File: src/rtl/rf_dump_tx_if.sv
// Handshake and data lines between the register-file dump engine and its surroundings.
// The engine takes the master view; the register file / host side takes the slave view.
interface rf_dump_tx_if;
    logic        start;
    logic        busy;
    logic        done;
    logic [4:0]  rd_addr;
    logic [31:0] rd_data;
    logic        tx;

    modport master (input start, rd_data, output busy, done, rd_addr, tx);
    modport slave  (output start, rd_data, input busy, done, rd_addr, tx);
endinterface

File: src/rtl/rf_dump_tx.sv
// Register-file dump engine: reads all 32 registers in turn and sends each one
// as four 8N1 UART bytes, most significant byte first.
module rf_dump_tx #(
    parameter int CLKS_PER_BIT = 434
) (
    input  logic          clk,
    input  logic          rst,
    rf_dump_tx_if.master  bus
);
    localparam int BW = $clog2(CLKS_PER_BIT);

    typedef enum logic [2:0] {IDLE, LOAD, START, DATA, STOP} state_t;

    state_t        state, state_nxt;
    logic [BW-1:0] baud_cnt;
    logic [2:0]    bit_idx;
    logic [1:0]    byte_idx;
    logic [4:0]    reg_idx;
    logic [31:0]   word;
    logic          done_q;
    logic          tick;
    logic [7:0]    cur_byte;

    assign tick = (baud_cnt == BW'(CLKS_PER_BIT - 1));

    always_comb begin
        case (byte_idx)
            2'd0:    cur_byte = word[31:24];
            2'd1:    cur_byte = word[23:16];
            2'd2:    cur_byte = word[15:8];
            default: cur_byte = word[7:0];
        endcase
    end

    always_ff @(posedge clk) begin
        if (rst) state <= IDLE;
        else     state <= state_nxt;
    end

    // start is ignored on the done cycle so a held request restarts one cycle later
    always_comb begin
        state_nxt = state;
        case (state)
            IDLE:  if (bus.start && !done_q) state_nxt = LOAD;
            LOAD:  state_nxt = START;
            START: if (tick) state_nxt = DATA;
            DATA:  if (tick && bit_idx == 3'd7) state_nxt = STOP;
            STOP:
                if (tick) begin
                    if (byte_idx != 2'd3)     state_nxt = START;
                    else if (reg_idx != 5'd31) state_nxt = LOAD;
                    else                       state_nxt = IDLE;
                end
            default: state_nxt = IDLE;
        endcase
    end

    always_comb begin
        bus.tx      = 1'b1;
        bus.busy    = 1'b1;
        bus.rd_addr = reg_idx;
        bus.done    = done_q;
        case (state)
            IDLE: begin
                bus.busy    = 1'b0;
                bus.rd_addr = 5'd0;
            end
            START:   bus.tx = 1'b0;
            DATA:    bus.tx = cur_byte[bit_idx];
            default: bus.tx = 1'b1;
        endcase
    end

    always_ff @(posedge clk) begin
        if (rst) begin
            baud_cnt <= '0;
            bit_idx  <= '0;
            byte_idx <= '0;
            reg_idx  <= '0;
            word     <= '0;
            done_q   <= 1'b0;
        end else begin
            done_q <= (state == STOP) && tick && (byte_idx == 2'd3) && (reg_idx == 5'd31);
            if (state == START || state == DATA || state == STOP)
                baud_cnt <= tick ? '0 : baud_cnt + 1'b1;
            else
                baud_cnt <= '0;
            case (state)
                IDLE: begin
                    reg_idx  <= '0;
                    byte_idx <= '0;
                    bit_idx  <= '0;
                end
                LOAD: begin
                    word     <= bus.rd_data;
                    byte_idx <= '0;
                    bit_idx  <= '0;
                end
                DATA: if (tick) bit_idx <= bit_idx + 3'd1;
                STOP:
                    if (tick) begin
                        if (byte_idx != 2'd3)      byte_idx <= byte_idx + 2'd1;
                        else if (reg_idx != 5'd31) reg_idx  <= reg_idx + 5'd1;
                    end
                default: ;
            endcase
        end
    end
endmodule

File: src/flat_wrapper.sv
// flat-port wrapper written by rule: the top's interface ports become plain ports
module rf_dump_tx_flat 
#(
    parameter int CLKS_PER_BIT = 434
)
  (clk, rst, bus_start, bus_rd_data, bus_busy, bus_done, bus_rd_addr, bus_tx);
  rf_dump_tx_if bus_i ();
  input  logic clk;
  input  logic rst;
  input wire logic [$bits(bus_i.start)-1:0] bus_start;
  input wire logic [$bits(bus_i.rd_data)-1:0] bus_rd_data;
  output wire logic [$bits(bus_i.busy)-1:0] bus_busy;
  output wire logic [$bits(bus_i.done)-1:0] bus_done;
  output wire logic [$bits(bus_i.rd_addr)-1:0] bus_rd_addr;
  output wire logic [$bits(bus_i.tx)-1:0] bus_tx;
  assign bus_i.start = bus_start;
  assign bus_i.rd_data = bus_rd_data;
  assign bus_busy = bus_i.busy;
  assign bus_done = bus_i.done;
  assign bus_rd_addr = bus_i.rd_addr;
  assign bus_tx = bus_i.tx;
  rf_dump_tx #(.CLKS_PER_BIT(CLKS_PER_BIT)) u_core (.clk(clk), .rst(rst), .bus(bus_i));
endmodule
File: config.mk
export PLATFORM = sky130hd
export DESIGN_NAME = rf_dump_tx_flat
export DESIGN_NICKNAME = d
export VERILOG_FILES = /design/src/rtl/rf_dump_tx_if.sv /design/src/rtl/rf_dump_tx.sv /design/src/flat_wrapper.sv
export SDC_FILE = /design/constraint.sdc
export NUM_CORES = 1
export LEC_CHECK = 0
export CAP_MARGIN = 10
export CORE_MARGIN = 3
export CORE_UTILIZATION = 35
export DETAILED_ROUTE_END_ITERATION = 6
export PLACE_DENSITY_LB_ADDON = 0.12
export SYNTH_ARGS = -nofsm -noshare
export SYNTH_HDL_FRONTEND = slang
export SYNTH_SLANG_ARGS = --single-unit
File: constraint.sdc
create_clock -name clk -period 3.12 [get_ports clk]
set_clock_uncertainty 0.1 [all_clocks]
set_input_delay 0.624 -clock clk [delete_from_list [all_inputs] [get_ports clk]]
set_output_delay 0.624 -clock clk [all_outputs]
set_load 0.005 [all_outputs]
# Word-level counts from Yosys, hierarchy flattened
# Index checks and enable logic that the tools add are counted.
[totals]
mem_bits_rw = 0
latch_bits = 0
register_bits = 55
out_inout_bits = 8
memories = 0
mem_bits_ro = 0
[classes]
n_eq_ne = 20
div = 0
mul = 0
magnitude_cmp = 1
shift = 0
reduce_logical = 19
add_sub_neg = 4
bitwise = 1
muxes = 22
[op_table]
columns = ["cell", "n"]
rows = [
  ["8-bit one-hot mux with 3 select lines", 1],
  ["5-bit two-way mux", 4],
  ["3-bit two-way mux", 6],
  ["3-bit one-hot mux with 5 select lines", 1],
  ["2-bit by 1-bit != test with 1-bit output (second input constant)", 7],
  ["5-bit one-hot mux with 2 select lines", 1],
  ["9-bit by 1-bit adder with 9-bit output (second input constant)", 1],
  ["9-bit equality test (second input constant)", 1],
  ["4-bit AND reduction", 2],
  ["3-bit by 2-bit equality test with 1-bit output (second input constant)", 2],
  ["3-bit equality test (second input constant)", 2],
  ["3-bit one-hot mux with 2 select lines", 1],
  ["2-bit nonzero test", 3],
  ["5-bit by 1-bit adder with 5-bit output (second input constant)", 1],
  ["5-bit equality test (second input constant)", 1],
  ["1-bit logical AND", 5],
  ["5-bit != test (second input constant)", 1],
  ["2-bit equality test (second input constant)", 2],
  ["3-bit by 4-bit < comparator with 1-bit output (second input constant)", 1],
  ["2-bit two-way mux", 2],
  ["2-bit != test (second input constant)", 2],
  ["2-bit one-hot mux with 2 select lines", 1],
  ["3-bit by 1-bit adder with 3-bit output (second input constant)", 1],
  ["1-bit binary-select mux with 3-bit select", 1],
  ["other kinds (14)", 17],
]

# Longest topological paths before layout
[depth]
word_depth = 5
ltp_mapped = 7

# Worst setup path before layout
# No wires, ideal clock.
[synth_path]
path_type = "reg2out"
start = "register u_core.byte_idx[0]"
end = "output port bus_tx"
n_path_buf = 1
arrival_ps = 1705
slack_ps = 691
path_stages_with_launch = 8
cell_sequence = "dfxtp_1 inv_1 ha_1 buf_2 a222oi_1 mux4_2 and3_1 o41ai_1"
[synth_between]
elab_chain_len = 5
word_cells_on_any_way = 7
classes_between = "eq/ne (2); mux (4); reduce/logical (1)"
[synth_lines]
columns = ["element", "line_no", "rtl"]
rows = [
  ["start: declaration", "rf_dump_tx.sv:17", "logic [1:0] byte_idx;"],
  ["start signal: assignment", "rf_dump_tx.sv:102", "if (byte_idx != 2'd3) byte_idx <= byte_idx + 2'd1;"],
  ["2-bit equality test (tied with other cells)", "rf_dump_tx.sv:27", "case (byte_idx)"],
  ["8-bit one-hot mux with 3 select lines (*)", "rf_dump_tx.sv:27", ""],
  ["1-bit binary-select mux with 3-bit select (*)", "rf_dump_tx.sv:69", "DATA: bus.tx = cur_byte[bit_idx];"],
  ["1-bit two-way mux (not written as such) (*)", "rf_dump_tx.sv:69", ""],
  ["1-bit one-hot mux with 2 select lines (*)", "rf_dump_tx.sv:63", "case (state)"],
  ["end: declaration", "flat_wrapper.sv:15", "output wire logic [$bits(bus_i.tx)-1:0] bus_tx;"],
]
# Every way passes the cells marked *; elsewhere a longest branch is shown, timed or not. The select of a mux whose other input is x is not followed.

# Worst setup path after layout
[layout_path]
start = "register u_core.byte_idx[1]"
end = "output port bus_tx"
# Same word-level chain as after synthesis.

==> flow_summary.toml <==
[run_status]
status = "completed"

[power]
power_density_nw_per_um2 = 629
vdd_drop_max_mv = 0.350
power.leakage_nw = 1.23

[grt]
gr-total-overflow = 0
grt_max_degree = 33
grt_pass1_wl_mm = 11.5
antenna_found_initial = 0
grt_pass1_vias = 2436
grt_util_all_layers_pct = 16.0

[cts]
ctsHtreeMaxLevel = 2
tritoncts = "done"
numCtsBuffers = 5
clock-sinks = 55
clk_latency_ps = 310
cts_buffer_depth = 2
cts_root_buf = "clkbuf_8"
cts.clk_slew.worst_paths_ps = 100

[critical_path]
startpoint_type = "register"
r2r_cells = 7
cp_data_required_time_ps = 2400
path_max_fanout = 5
endpoint_kind = "output pin"
criticalPathCategory = "register to output pin"
cp.arrival_ps = 2250

[cells_and_area]
area_delta_synth_final_pct = 26.6
multi_input_area_um2 = 1530
post_route_cells_drive_above_1_share_pct = 11.5
area.sequential_um2 = 1110
finish.utilization_pct = 46.9
final_cells = 481
fin_nets = 427
nFillCells = 770
diodes = 0

[routing]
wl_mm = 6.81
wire_per_inst_um = 14.1
drtIter0Drc = 90
drc = 0
avgViaCountPerCell = 5.15
final_antenna_net_count = 0
dr.pass1.iters = 4
vias = 2477

[floorplanning]
die_h_um = 94.8
die_x_um = 94.8
die-area_um2 = 8980
ioPinCount = 43
coreArea_um2 = 7450
rows = 31
start_util_pct = 37.0

[timing]
hold_ws_ps = 364
slew_headroom_pct = 63.5
fmax_mhz = 336
post-route-period-util_pct = 95.4
period_minus_slack_ps = 2980
setup_viol = 0
fin_ws_ps = 145
rsz0062_at_grt = "no"
fin_tns_setup_ps = 0
slew_viol_final = 0
hold_viol = 0
worstMarginPinSlew_ps = 546

[logic_synthesis]
synth_edf_count = 0
synthArstFlopShare_pct = 0
synth_seq_cells = 55
synthCells = 341
yosysSeqAreaShare_pct = 39.9
synth_ff_type = "dfxtp_1"
syn_avg_cell_area_um2 = 8.09
syn_nets = 387
synth_area_um2 = 2760
yosysWarnings = 0
yosysUniqueCellTypes = 48
yosys-top-cells-area = "dfxtp_1, nand2_1, a21oi_1"
yosys.area.top_type = "dfxtp_1"
synth_top_cell_area_share_pct = 39.9

[place]
dp.cells = 472
preCtsSetupSlack_ps = -14.5
numPortBuffers = 42
routabilityCongestion = 0.847
hpwlAfterDp_mm = 4.91

[job]
cap_violations = 0

[min_path]
min_path_cells = 2
min_path_type = "register to register"
[state kept, by name, indices dropped and copies added (netlist names)]
register	cells
u_core.word	32
u_core.baud_cnt	9
u_core.bit_idx	3
u_core.state	3
u_core.reg_idx	5
u_core.byte_idx	2
u_core.bus.done	1
[cells by family (layout without fill, tap and decap cells)]
family	Yosys count	after routing	share of synthesized area, %
mux	3	3	1.54
compound gates	89	89	20.4
flops	55	55	39.9
xor+xnor	8	8	2.54
fa+ha+maj	11	11	4.99
buf+inv	40	81	6.40
simple gates	135	135	24.2
[synth_stat cells, types with 2 or more instances]
| cell type | number |
|---|---|
| nand2_1 | 73 |
| a21oi_1 | 45 |
| nor3_1 | 2 |
| nor2_1 | 20 |
| a221oi_1 | 5 |
| o21ai_0 | 9 |
| nand2b_1 | 3 |
| a222oi_1 | 4 |
| ha_1 | 11 |
| xnor2_1 | 6 |
| buf_2 | 11 |
| or2_2 | 3 |
| a22oi_1 | 4 |
| nand3_1 | 5 |
| and3_1 | 3 |
| inv_1 | 15 |
| buf_4 | 2 |
| nor2b_1 | 8 |
| o41ai_1 | 2 |
| a211oi_1 | 3 |
| xor2_1 | 2 |
| a2111oi_0 | 3 |
| a32oi_1 | 3 |
| nand3b_1 | 2 |
| dfxtp_1 | 55 |
| or3_1 | 2 |
| nand4_1 | 4 |
| mux2i_1 | 2 |
| o22ai_1 | 3 |
| clkbuf_1 | 11 |
| o211ai_1 | 3 |
[final timing paths]
kind,start,slack (ps),end
setup / recovery,u_core.byte_idx[1]$_SDFFE_PP0P_,140,bus_tx
hold / removal,u_core.word[0]$_SDFFE_PP0N_,360,u_core.word[0]$_SDFFE_PP0N_
setup reg to reg,u_core.reg_idx[0]$_SDFFE_PP0P_,950,u_core.reg_idx[2]$_SDFFE_PP0P_
hold reg to reg,u_core.word[0]$_SDFFE_PP0N_,360,u_core.word[0]$_SDFFE_PP0N_
[report_power, final]
part           total (mW)  switching (mW)  internal, mW
Combinational       0.731           0.438         0.293
Sequential          0.899          0.0810         0.818
Clock               0.566           0.246         0.320
[critical path: stages, from the launching register on]
cell and delay, ps:
dfxtp_2 350, inv_2 60, ha_4 160, buf_4 140
a222oi_1 400, mux2i_1 140, a2111oi_2 400, o41ai_2 140
buf_2 150
[routing by layer]
metal  vias up  part of all wire, %  GRT usage (%)
met1      1162                   49           21.3
met2        48                   46           26.2
li1       1263                    -              -
met4         0                 0.78           3.85
met3         4                  4.3           3.51
met5         -                    0              0
[per-stage QoR]
step | total power, mW | area, um2
floorplan | 1.39 | 2760
CTS | 2.22 | 3480
global placement | 1.65 | 3300
detailed placement | 1.65 | 3300
global route | 2.36 | 3490
finish | 2.20 | 3490
[timing repair]
item,CTS,global route
setup endpoints to repair,1,1
gates resized for setup,15,6
hold buffers,0,0
pin swaps,5,3
buffers inserted,1,0
[cell usage in the layout, fill, tap and decap left out, drive strengths merged, types with 3 or more instances in the layout]
cell	instances
dfxtp	55
a211oi	4
ha	11
nor2	20
o22ai	3
nand4	4
inv	15
nor2b	8
a21oi	45
buf	17
and3	3
nand3	5
or2	3
xnor2	6
clkbuf	5
o211ai	3
a22oi	4
clkdlybuf4s50	41
a221oi	5
o21ai	9
nand2	73
a32oi	3
a2111oi	3
nand2b	3
a222oi	4
[final cells by class]
cell class | instances | area share [%]
multi-input cells | 246 | 43.9
flip-flops and latches | 55 | 31.7
repair buffers | 58 | 15.3
well taps | 99 | 3.55
clock buffers | 5 | 1.97
clock inverters | 3 | 1.93
inverters | 15 | 1.68
No activity file was read; power rests on OpenSTA's default activity.
